File: config.mk
export PLATFORM = sky130hd
export DESIGN_NAME = rr_arb_dreg
export DESIGN_NICKNAME = d
export VERILOG_FILES = /design/src/rtl/rr_arb_dreg.sv
export SDC_FILE = /design/constraint.sdc
export NUM_CORES = 1
export LEC_CHECK = 0
export BUFFER_PORTS_ARGS = -buffer_cell sky130_fd_sc_hd__buf_2
export CORE_ASPECT_RATIO = 2
export CORE_MARGIN = 1.5
export CORE_UTILIZATION = 40
export CTS_CLUSTER_DIAMETER = 100
export CTS_CLUSTER_SIZE = 14
export DETAILED_ROUTE_END_ITERATION = 8
export GPL_TIMING_DRIVEN = 0
export PLACE_DENSITY = 0.84
export SKIP_CTS_REPAIR_TIMING = 1
export SYNTH_ARGS = -nofsm -noshare
export SYNTH_HDL_FRONTEND = slang
export SYNTH_SLANG_ARGS = --single-unit
File: constraint.sdc
create_clock -name clk -period 2.5 [get_ports clk]
set_input_delay 0 -clock clk [delete_from_list [all_inputs] [get_ports clk]]
set_output_delay 0 -clock clk [all_outputs]
set_load 0.01 [all_outputs]
File: src/rtl/rr_arb_dreg.sv
// rtl/rr_arb_dreg.sv - N-input round-robin arbiter with registered output stage and optional packet lock
module rr_arb_dreg #(
  parameter int N        = 4,
  parameter int DIN      = 16,
  parameter int LOCK     = 0,
  parameter int INIT_PTR = 0
) (
  input  logic                  clk,
  input  logic                  rst,
  input  logic [N*DIN-1:0]      din_data,
  input  logic [N-1:0]          din_valid,
  output logic [N-1:0]          din_ready,
  output logic [DIN-1:0]        dout_data,
  output logic [$clog2(N)-1:0]  dout_idx,
  output logic                  dout_valid,
  input  logic                  dout_ready
);

  localparam int IW = $clog2(N);

  logic [IW-1:0]  ptr;
  logic           locked;
  logic [IW-1:0]  lock_idx;

  logic           reg_ready;
  logic           grant_vld;
  logic [IW-1:0]  grant_idx;
  logic [IW:0]    cand;
  logic [DIN-1:0] sel_data;
  logic [IW-1:0]  ptr_next;
  logic           load;

  // Output register can accept a beat when empty or draining this cycle
  always_comb begin
    reg_ready = !dout_valid || dout_ready;
  end

  // Grant selection: locked holder only, else first valid input at or after ptr
  always_comb begin
    grant_vld = 1'b0;
    grant_idx = '0;
    cand      = '0;
    if (locked) begin
      grant_vld = din_valid[lock_idx];
      grant_idx = lock_idx;
    end else begin
      // Walk from the farthest candidate back to ptr so the nearest one wins
      for (int k = N - 1; k >= 0; k--) begin
        cand = {1'b0, ptr} + (IW + 1)'(k);
        if (cand >= (IW + 1)'(N)) begin
          cand = cand - (IW + 1)'(N);
        end
        if (din_valid[cand[IW-1:0]]) begin
          grant_vld = 1'b1;
          grant_idx = cand[IW-1:0];
        end
      end
    end
  end

  // Data mux for the granted input
  always_comb begin
    sel_data = '0;
    for (int i = 0; i < N; i++) begin
      if (grant_idx == IW'(i)) begin
        sel_data = din_data[i*DIN +: DIN];
      end
    end
  end

  // One-hot ready back to the granted input only while the output can load
  always_comb begin
    din_ready = '0;
    for (int i = 0; i < N; i++) begin
      din_ready[i] = reg_ready && grant_vld && (grant_idx == IW'(i));
    end
  end

  // Next round-robin pointer: one past the input just served, wrapping at N
  always_comb begin
    if (grant_idx == IW'(N - 1)) begin
      ptr_next = '0;
    end else begin
      ptr_next = grant_idx + 1'b1;
    end
    load = reg_ready && grant_vld;
  end

  // Output stage, pointer and lock state
  always_ff @(posedge clk) begin
    if (rst) begin
      dout_valid <= 1'b0;
      ptr        <= IW'(INIT_PTR);
      locked     <= 1'b0;
      lock_idx   <= '0;
    end else if (load) begin
      dout_data  <= sel_data;
      dout_idx   <= grant_idx;
      dout_valid <= 1'b1;
      ptr        <= ptr_next;
      if (LOCK != 0) begin
        // Stay on this input until a beat carrying end-of-transaction moves
        locked   <= !sel_data[DIN-1];
        lock_idx <= grant_idx;
      end
    end else if (reg_ready) begin
      dout_valid <= 1'b0;
    end
  end

endmodule

==> reports/qor.csv <==
metric;value;unit
max_freq;409.8;MHz
outcome;finished, final reports clean;
design_area;0.001894;sq mm
drt_iter0_markers;12;
finalClockSkew;0.0007568;ns
drive_gt1_share;48.68;%
setup_viol;0;
design.core.area;0.003120;sq mm
maxSlewViolCount;0;
fin_hold_ws;0.008236;ns
synth_flop_cell;edfxtp_1;
switching_share;32.33;%
grt_overflow;0;
combinationalPowerShare;39.0;%
hold_class;input port to flop;
seq_area_frac_synth;46.15;%
vdd_ir_drop_max;0.0004225;V
cts_root_buf;clkbuf_8;
drc;0;
htree_levels;1;
rsz0062_at_grt;no;
vias;1450;
dr.pass1.iters;4;
placed_area;0.001822;sq mm
maxSlewHeadroom;50.87;%
path_clk_slew;0.08;ns
die_area;0.003625;sq mm
avgSynthCellArea;10.09;sq um
crit_arrival;2.51;ns
fin_crit;2.440;ns
io_buffers;93;
drt-total-wl;3953;um
cap_violations;0;
leakagePower;0.8566;nW
ys_async_sr_fraction;0;%
power_per_cell_area;610.2;mW/mm^2
route.met3.wl;297;um
grt_use_total;21.99;%
fin_crit_sh;97.60;%
synth_cell_types;29;
multi_input_area;660.6;sq um
area_growth;45.58;%
regArea;600.6;sq um
worst-setup-path-type;flop to flop;
initial_core_util;41.70;%
dr.max_layer_used;met4;
syn_area;0.001301;sq mm
antenna_found_initial;0;
rows;29;
seqPwrFrac;41.0;%
met1Wirelength;1460;um
pwr-share-clk;20.0;%
insertedDiodeCount;0;
hold_viol_final;0;
wl_per_cell;15.26;um
pin_count;94;
hpwl;3140;um
die_w;43.33;um
tightest_slew;0.7329;ns
clock_tree.buffer_depth;2;
die_h;83.66;um
intPower;0.0007822;W
synth-edff-count;18;
gp_congestion;0.7862;
clock_latency;0.27;ns
vias_per_cell;5.598;
antenna_left;0;
worst_path_largest_cell_delay;0.48;ns
critical_path.slowest_cell;or3b_2;
ys_ff_latch;21;
yosys_warnings;0;
syn-num-nets;204;
crit_chain;or3b_2 -> o221a_2 -> ha_1 -> buf_2 -> nor2b_4 -> buf_4 -> a221oi_1 -> o31ai_1;
p_sw;0.0003737;W
most-common-layout-cells;95 x buf_2, 18 x edfxtp_1, 16 x nand2_1, 16 x nor2b_1, 15 x o31ai_1;
grt_start_max_net_pins;12;
grt_pass1_vias;1394;
final_common_cell;buf_2;
numCtsBuffers;3;
start_kind;flop;
nNetsFinal;304;
grt_pass1_wl;6134;um
cp_data_required_time;2.57;ns
synthCells;129;
route.met2.wl;2089;um
cts.sinks;21;
end_kind;flop;
num-fill-cells;298;
crit_fanout;10;
cts_tree;done;
synthesized netlist by cell type, types with 2 or more instances:
library cell,number,area (sq um)
edfxtp_1,18,540.5
nand2_1,16,60.06
nor2b_1,16,100.1
a221oi_1,15,131.4
o31ai_1,15,112.6
clkbuf_1,8,30.03
a21oi_1,7,35.03
ha_1,4,50.05
buf_2,3,15.01
dfxtp_1,3,60.06
inv_1,3,11.26
and3_1,2,12.51
and3_2,2,15.01
o21ai_0,2,10.01
per-stage QoR:
| step | TNS, ns | total power, W | instances | utilization, % | worst slack, ns |
|---|---|---|---|---|---|
| after floorplan | 0 | 0.0007447 | 129 | - | 0.3128 |
| after global placement | -3.254 | 0.0009048 | 253 | 57.86 | -0.1813 |
| after detailed placement | 0 | 0.0009174 | 254 | 58.38 | 0.02407 |
| after CTS | 0 | 0.001138 | 258 | 59.82 | 0.001561 |
| after global routing | 0 | 0.001215 | 259 | 60.71 | 0.01301 |
| final | 0 | 0.001156 | 259 | 60.71 | 0.05993 |
per-layer routing:
layer  up-vias  global-route usage [%]
li1        705                       -
met1       663                   23.47
met2        69                   39.08
met3        13                   4.762
met4         0                   9.917
met5         -                       0
flip-flops by register name, summed over array words and instances, names as in the netlist:
name and cells:
dout_idx 2, dout_valid 1, dout_data 16, ptr 2
power groups by stage:
stage               sequential [W]  combinational [W]  clock, W
floorplan                 0.000507           0.000238         0
global placement          0.000481           0.000424         0
global route              0.000479           0.000492  0.000244
CTS                       0.000475           0.000436  0.000227
detailed placement        0.000483           0.000435         0
finish                    0.000474           0.000450  0.000231
cell families after synthesis:
group,synth area share (%)
DFF,46.15
buffers and inverters,4.327
muxes,0.7693
adders and majority gates,3.846
AOI/OAI and AO/OA,26.83
and+or+nand+nor,18.08
critical path: cells and delay by family, from the launching register on:
kind                       cells  cell delay, ns
and+or+nand+nor                2            0.68
AOI/OAI and AO/OA              3            0.59
buffers and inverters          2            0.40
DFF                            1            0.38
adders and majority gates      1            0.20
cell type report:
type                            count  area share [%]
Timing Repair Buffer               95           25.69
Inverter                            3          0.5945
Buffer                             11           2.708
Multi-Input combinational cell     94           34.87
Clock buffer                        4           2.378
Tap cell                           31           2.048
Sequential cell                    21           31.70
final timing paths:
path,startpoint,to,slack (ns),cells past startpoint
worst min register to register,ptr[0],ptr[0],0.55,2
worst max register to register,ptr[1],dout_data[8],0.06,8
worst min-delay path,din_data[58],dout_data[10],0.008,3
worst max-delay path,ptr[1],dout_data[8],0.06,8
(Power assumes the default switching activity.)
